File: src/rtl/ones_count_pkg.sv
// Shared definitions for the ones-count frame statistics blocks.
package ones_count_pkg;

  // Frame accumulator states: no words held yet, or a partial frame open.
  typedef enum logic [0:0] {
    S_EMPTY = 1'b0,
    S_ACCUM = 1'b1
  } state_t;

  // Largest ones count one upstream word can carry.
  localparam int MAX_WORD_ONES = 7;

  // Width that holds the largest possible frame sum without overflow.
  function automatic int sum_width(input int frame_len);
    return $clog2(MAX_WORD_ONES * frame_len + 1);
  endfunction

endpackage

File: src/rtl/ones_count_accumulator_majority_cmp.sv
// Majority test on a frame: asserted when the average ones count per word
// is strictly above half of MAX_WORD_ONES, i.e. 2*sum > 7*words.
module majority_cmp
  import ones_count_pkg::*;
#(
  parameter int SUM_W  = 6,
  parameter int WORD_W = 4
) (
  input  logic [SUM_W-1:0]  sum,
  input  logic [WORD_W-1:0] words,
  output logic              major
);

  localparam int CMP_W = SUM_W + 2;
  localparam logic [CMP_W-1:0] WORD_ONES_K = CMP_W'(MAX_WORD_ONES);

  logic [CMP_W-1:0] twice_sum_s;
  logic [CMP_W-1:0] max_ones_s;

  // Scale both sides at a width wide enough that neither product can wrap.
  always_comb begin
    twice_sum_s = {1'b0, sum, 1'b0};
    max_ones_s  = CMP_W'(words) * WORD_ONES_K;
    if (twice_sum_s > max_ones_s) begin
      major = 1'b1;
    end else begin
      major = 1'b0;
    end
  end

endmodule

File: src/rtl/ones_count_accumulator.sv
// Accumulates 3-bit ones counts over a frame of FRAME_LEN accepted words and
// presents sum, word count and a majority flag on a valid/ready register.
module ones_count_accumulator
  import ones_count_pkg::*;
#(
  parameter  int FRAME_LEN = 8,
  localparam int SUM_W     = sum_width(FRAME_LEN),
  localparam int WORD_W    = $clog2(FRAME_LEN + 1)
) (
  input  logic              clk,
  input  logic              rst,
  input  logic              in_valid,
  input  logic [2:0]        in_count,
  input  logic              flush,
  output logic              in_ready,
  output logic              out_valid,
  input  logic              out_ready,
  output logic [SUM_W-1:0]  out_sum,
  output logic [WORD_W-1:0] out_words,
  output logic              out_major
);

  state_t              state_r;
  state_t              state_next_s;
  logic [SUM_W-1:0]    acc_r;
  logic [WORD_W-1:0]   wcnt_r;
  logic [SUM_W-1:0]    acc_next_s;
  logic [WORD_W-1:0]   wcnt_next_s;
  logic                in_ready_s;
  logic                accept_s;
  logic                close_s;
  logic                major_next_s;
  logic                out_valid_r;
  logic [SUM_W-1:0]    out_sum_r;
  logic [WORD_W-1:0]   out_words_r;
  logic                out_major_r;

  // Handshake decode: stall only while a result is pending and not taken;
  // a frame closes on its last word or on a flush of a non-empty frame.
  always_comb begin
    in_ready_s  = !(out_valid_r && !out_ready);
    accept_s    = in_valid && in_ready_s;
    if (accept_s) begin
      acc_next_s  = acc_r + SUM_W'(in_count);
      wcnt_next_s = wcnt_r + WORD_W'(1);
    end else begin
      acc_next_s  = acc_r;
      wcnt_next_s = wcnt_r;
    end
    if (accept_s && (wcnt_next_s == WORD_W'(FRAME_LEN))) begin
      close_s = 1'b1;
    end else if (flush && in_ready_s && (wcnt_next_s != WORD_W'(0))) begin
      close_s = 1'b1;
    end else begin
      close_s = 1'b0;
    end
  end

  assign in_ready  = in_ready_s;
  assign out_valid = out_valid_r;
  assign out_sum   = out_sum_r;
  assign out_words = out_words_r;
  assign out_major = out_major_r;

  // Majority of the frame including any closing word of this cycle.
  majority_cmp #(
    .SUM_W  (SUM_W),
    .WORD_W (WORD_W)
  ) u_majority_cmp (
    .sum   (acc_next_s),
    .words (wcnt_next_s),
    .major (major_next_s)
  );

  // Next-state: open a frame on the first word unless it closes at once.
  always_comb begin
    state_next_s = state_r;
    case (state_r)
      S_EMPTY: begin
        if (accept_s && !close_s) begin
          state_next_s = S_ACCUM;
        end else begin
          state_next_s = S_EMPTY;
        end
      end
      S_ACCUM: begin
        if (close_s) begin
          state_next_s = S_EMPTY;
        end else begin
          state_next_s = S_ACCUM;
        end
      end
      default: begin
        state_next_s = S_EMPTY;
      end
    endcase
  end

  // State register.
  always_ff @(posedge clk) begin
    if (rst) begin
      state_r <= S_EMPTY;
    end else begin
      state_r <= state_next_s;
    end
  end

  // Running frame accumulators, cleared whenever a frame closes.
  always_ff @(posedge clk) begin
    if (rst) begin
      acc_r  <= '0;
      wcnt_r <= '0;
    end else if (close_s) begin
      acc_r  <= '0;
      wcnt_r <= '0;
    end else begin
      acc_r  <= acc_next_s;
      wcnt_r <= wcnt_next_s;
    end
  end

  // Result register: load on close, drop valid after handshake, else hold.
  always_ff @(posedge clk) begin
    if (rst) begin
      out_valid_r <= 1'b0;
      out_sum_r   <= '0;
      out_words_r <= '0;
      out_major_r <= 1'b0;
    end else if (close_s) begin
      out_valid_r <= 1'b1;
      out_sum_r   <= acc_next_s;
      out_words_r <= wcnt_next_s;
      out_major_r <= major_next_s;
    end else if (out_valid_r && out_ready) begin
      out_valid_r <= 1'b0;
    end else begin
      out_valid_r <= out_valid_r;
    end
  end

endmodule

File: config.mk
export PLATFORM = sky130hd
export DESIGN_NAME = ones_count_accumulator
export DESIGN_NICKNAME = d
export VERILOG_FILES = /design/src/rtl/ones_count_pkg.sv /design/src/rtl/ones_count_accumulator_majority_cmp.sv /design/src/rtl/ones_count_accumulator.sv
export SDC_FILE = /design/constraint.sdc
export NUM_CORES = 1
export LEC_CHECK = 0
export CAP_MARGIN = 20
export CORE_ASPECT_RATIO = 1.75
export CORE_UTILIZATION = 45
export DETAILED_ROUTE_END_ITERATION = 8
export PLACE_DENSITY = 0.79
export SLEW_MARGIN = 20
export SYNTH_ARGS = -nofsm -noshare
export SYNTH_HDL_FRONTEND = slang
export SYNTH_SLANG_ARGS = --single-unit
File: constraint.sdc
create_clock -name clk -period 4 [get_ports clk]
set_input_delay 0.8 -clock clk [delete_from_list [all_inputs] [get_ports clk]]
set_output_delay 0.8 -clock clk [all_outputs]
set_load 0.02 [all_outputs]
Word level (Yosys, flattened, before mapping)
Cells that the tools add are included.

Add/sub/neg operators: 2. $mul: 1. $lt $le $gt $ge: 1. Eq/ne operators: 1. Mux-type cells: 7. Reductions and logical operators: 11.

Operators with widths (count): 7-bit greater-than comparator (1); 4-bit by 3-bit multiplier with 7-bit output (second input constant) (1); 6-bit by 3-bit adder with 6-bit output (1); 1-bit logical AND (6); 6-bit two-way mux (1); 1-bit two-way mux (5); 4-bit by 1-bit adder with 4-bit output (second input constant) (1); 4-bit equality test (second input constant) (1); 4-bit two-way mux (1); 4-bit nonzero test (1); 1-bit logical NOT (2); 2-bit nonzero test (1); 2-bit OR reduction (1).

Bits in registers: 22. Output and inout bits: 13.

Depth between registers and ports, before layout
Word-level depth: 10. Mapped depth: 18. Gate-level depth less buffers: 17.

Modules after synthesis
Synthesis repeated with hierarchy kept, for this count alone.

Cells, all modules: 160. Area, all modules: 1455.1 um^2.

By module, submodules not included: ones_count_accumulator (instances 1, cells an instance 122, area an instance 1108.6 um^2); majority_cmp (instances 1, cells an instance 38, area an instance 346.6 um^2).

Least setup slack after synthesis
No wires, ideal clock.

Path kind: input to register. From: input port out_ready. To: register out_major_r, in the netlist out_major. Library setup time: 72 ps. Arrival: 4028 ps. Setup slack: -99 ps. Stages: 18. Cell sequence: nor2b_4 -> buf_6 -> inv_2 -> nand2_1 -> mux2i_2 -> ha_1 -> ha_1 -> or2_2 -> ha_1 -> a21o_1 -> a21oi_1 -> xor2_1 -> ha_1 -> nand2_1 -> a21oi_1 -> o21ai_0 -> a221o_1 -> mux2i_1.

Word-level cells in the longest chain between the ends: 9.

Ends and longest elaborated chain: from (decl) (RTL line ones_count_accumulator.sv:17) `input logic out_ready,`; 1-bit logical NOT * (RTL line ones_count_accumulator.sv:41) `in_ready_s = !(out_valid_r && !out_ready);`; 1-bit logical AND * (RTL line ones_count_accumulator.sv:41); 1-bit logical NOT * (RTL line ones_count_accumulator.sv:41); via in_ready (RTL line ones_count_accumulator.sv:15) `output logic in_ready,`; parallel branches: the longest is 6 deep, another holds 4-bit by 3-bit multiplier with 7-bit output; to (signal assigned) (RTL line ones_count_accumulator.sv:133) `out_major_r <= major_next_s;`; to (decl) (RTL line ones_count_accumulator.sv:36) `logic out_major_r;`.

Mark *: on every way through the listed nets, which the timed path passes. A chain may end at the register's enable or synchronous reset.

Worst setup path after layout
From: input port out_ready. To: register out_major_r, in the netlist out_major.

Word-level cells in the longest chain between the ends: 9.

Ends and longest elaborated chain (RTL line): 1-bit logical NOT * (ones_count_accumulator.sv:41); 1-bit logical AND * (ones_count_accumulator.sv:41); 1-bit logical NOT * (ones_count_accumulator.sv:41); parallel branches: the longest is 6 deep, another holds 4-bit by 3-bit multiplier with 7-bit output.

Every way passes the cells marked *.

==> impl_metrics.py <==
metrics = {
    "drt": {
        "drc": 0,
        "wl_per_cell_um": 15.3,
        "vias": 1334,
        "drtPass1Iterations": 4,
        "drt_iter0_drc": 32,
        "ant_nets": 0,
        "drt-total-wl_um": 3610,
        "vias_per_cell": 5.65,
    },
    "sta": {
        "fin_crit_sh": 0.973,
        "finalSetupViolCount": 0,
        "fin_worst_skew_ns": 0.00651,
        "hold_viol": 0,
        "maxSlewViolCount": 0,
        "fmax_mhz": 257,
        "worst_pin_slew_ns": 0.791,
        "min_period_ns": 3.89,
        "finalWorstSetupSlack_ns": 0.108,
        "slew-limit-headroom": 0.470,
    },
    "synth": {
        "synthArstFlopShare": 0,
        "syn-instance-count": 157,
        "synth_nets": 183,
        "yosysTopAreaCell": "dfxtp_1",
        "ys_ff_latch": 22,
        "syn-cell-area_sq_mm": 0.00144,
        "synth_top_flop_cell": "dfxtp_1",
        "synth.area.top_cells": "dfxtp_1, ha_1, a21oi_1, nor3_1, inv_1",
        "synth_top_area_share": 0.306,
        "synth_seq_area_share": 0.306,
        "synth.distinct_cells": 42,
        "ys_warn_count": 0,
        "avgSynthCellArea_sq_um": 9.17,
        "synth_edf_count": 0,
    },
    "worst_setup_path": {
        "rr_endpoint": "out_major$_SDFFE_PP0P_",
        "critical-path-slowest-cell": "fa_1",
        "cp-end-kind": "register",
        "reg2reg_slack_ns": 0.38,
        "crit_type": "in -> reg",
        "path_cells": "dlygate4sd2_1, nor2b_4, inv_2, nand2_4, xor2_2, ha_4, ha_1, ha_1, fa_1, inv_1, ha_1, a21oi_1, a21oi_2, o21ai_0, a221o_1, mux2i_1",
        "crit_fanout": 3,
        "critPathMostFrequentCell": "ha_1",
        "cp-start-kind": "primary input",
        "critical_path.endpoint": "out_major$_SDFFE_PP0P_",
        "r2r_cells": 16,
        "r2r-start": "wcnt_r[0]$_SDFF_PP0_",
        "crit_path_start": "out_ready",
        "critPathBufInv": 3,
        "crit_family": "adder cells",
        "required_ns": 4.19,
        "max_stage_delay_ns": 0.54,
        "crit_cells": 16,
        "cp.arrival_ns": 4.08,
    },
    "finish": {
        "instances_no_fill": 236,
        "drive_gt1_frac": 0.216,
        "areaGrowthSynthToFinish_pct": 33.4,
        "diodes": 0,
        "nets": 221,
        "n_fill_cell": 233,
    },
    "power": {
        "ir_drop_uv": 241,
        "p_per_area_mw_per_mm2": 458,
        "leakagePower_nw": 0.836,
    },
    "global_routing": {
        "busiest_layer": "met2",
        "grt_pass1_vias": 1328,
        "grt_usage": 0.227,
        "grt_pass1_wl_um": 5870,
        "grt_max_degree": 21,
        "grtUsageMet3": 0.0235,
        "grt_overflow": 0,
        "grt_use_met1": 0.246,
        "antenna_found_initial": 0,
        "grtUsageMet2": 0.404,
    },
    "clocking": {
        "cts-root-buf": "clkbuf_8",
        "cts_tree": "built",
        "clk_pin_slew_ns": 0.08,
        "cts_buffer_depth": 2,
        "cts_buffers": 3,
        "clk_latency_ns": 0.26,
        "clock_sinks": 22,
        "htree_levels": 1,
        "postCtsHoldBufs": 0,
    },
    "flow_run": {
        "cap_violations": 0,
    },
    "place": {
        "place_ws_ns": -0.493,
        "portBuffers": 20,
        "dp_hpwl_um": 2840,
        "place_inst": 231,
        "routabilityCongestion": 0.876,
    },
    "die": {
        "start_util": 0.481,
        "die_x_um": 44.8,
        "io-pin-count": 21,
        "die_y_um": 76.8,
        "num_rows": 26,
        "die_area_sq_mm": 0.00344,
        "core_area_sq_mm": 0.00299,
    },
    "status": {
        "status": "complete, no violations",
    },
    "worst_hold_path": {
        "holdCritPathClass": "reg -> reg",
    },
}
[Yosys cell counts (all sizes together), types with 3 or more instances]
library cell / instances
dfxtp: 22
inv: 17
ha: 16
a21oi: 15
nor3: 11
nand2: 9
o21ai: 8
a211oi: 7
xor2: 6
xnor2: 5
nand3: 4
nor2: 4
buf: 3
o211a: 3
[logic make-up after synthesis]
family | after synthesis | synth area share
AO/OA/AOI/OAI | 44 | 0.220
AND/OR/NAND/NOR | 37 | 0.148
buffers and inverters | 22 | 0.0686
flip-flops | 22 | 0.306
adder cells (fa/ha/maj) | 18 | 0.167
XOR/XNOR | 11 | 0.0669
multiplexers | 3 | 0.0243
[cell usage in the layout, fill, tap and decap left out, types with 2 or more instances in the layout]
master           count
clkdlybuf4s50_1     18
xnor2_1              5
buf_4               18
ha_1                15
nor3_1              11
clkbuf_8             3
o211a_1              2
fa_1                 2
a21oi_1             13
dfxtp_1             22
a21oi_2              2
nand3_1              4
o21a_1               2
o21ai_0              6
inv_2                2
inv_1               14
dlygate4sd2_1        2
a21o_1               2
nand2_1              7
xor2_1               5
a211oi_1             6
nor2_1               3
nand4_1              2
o21ai_1              2
[worst min path at each step]
stage                              startpoint                        end  slack [ns]  cells after the start
floorplan              out_major$_SDFFE_PP0P_     out_major$_SDFFE_PP0P_        0.53                      2
global placement       out_major$_SDFFE_PP0P_     out_major$_SDFFE_PP0P_        0.46                      2
detailed placement  out_words[3]$_SDFFE_PP0P_  out_words[3]$_SDFFE_PP0P_        0.47                      2
CTS                 out_words[2]$_SDFFE_PP0P_  out_words[2]$_SDFFE_PP0P_        0.49                      2
global route          out_sum[1]$_SDFFE_PP0P_    out_sum[1]$_SDFFE_PP0P_        0.52                      2
finish                out_sum[1]$_SDFFE_PP0P_    out_sum[1]$_SDFFE_PP0P_        0.49                      2
[registers in the layout, summed over array words and instances, names as in the netlist]
register,count
out_sum,6
acc_r,6
out_major,1
out_words,4
out_valid,1
wcnt_r,4
[tightest hold or removal path, stage by stage (launching register included)]
cell and delay [ns]:
dfxtp_1 0.31, o21ai_0 0.07, a21oi_1 0.06
[layer usage]
metal | up-vias | wire [um]
met5 | - | 0
met4 | 0 | 106
met3 | 7 | 128
met2 | 48 | 2020
met1 | 645 | 1360
li1 | 634 | -
[where the power goes]
part | total (W) | internal, W | switching, W
clock | 0.000202 | 0.000133 | 0.0000683
combinational | 0.000408 | 0.000186 | 0.000222
sequential | 0.000270 | 0.000251 | 0.0000193
total | 0.000880 | 0.000570 | 0.000309
[per-stage QoR]
step                      hold WS [ns]  TNS, ns  power (W)   util  area, sq um
after floorplan                  0.533        0   0.000531      -         1460
after global placement           0.461   -0.297   0.000643  0.605         1810
after detailed placement         0.470   -0.493   0.000664  0.605         1810
after CTS                        0.491        0   0.000865  0.632         1890
after global routing             0.516  -0.0108   0.000934  0.642         1920
final                            0.488        0   0.000880  0.642         1920
[repair_timing]
action,CTS,global route
pin swaps,1,1
setup endpoints to repair,1,1
buffers inserted,0,1
gates resized for setup,6,5
[area by class of cell]
cell class | count | area [sq um] | share of cell area
clock buffers | 3 | 41.3 | 0.0215
clock inverters | 1 | 30.0 | 0.0156
inverters | 17 | 66.3 | 0.0345
multi-input cells | 113 | 957 | 0.498
flip-flops and latches | 22 | 440 | 0.229
well taps | 42 | 52.6 | 0.0274
repair buffers | 38 | 333 | 0.173
(Power assumes the default switching activity.)
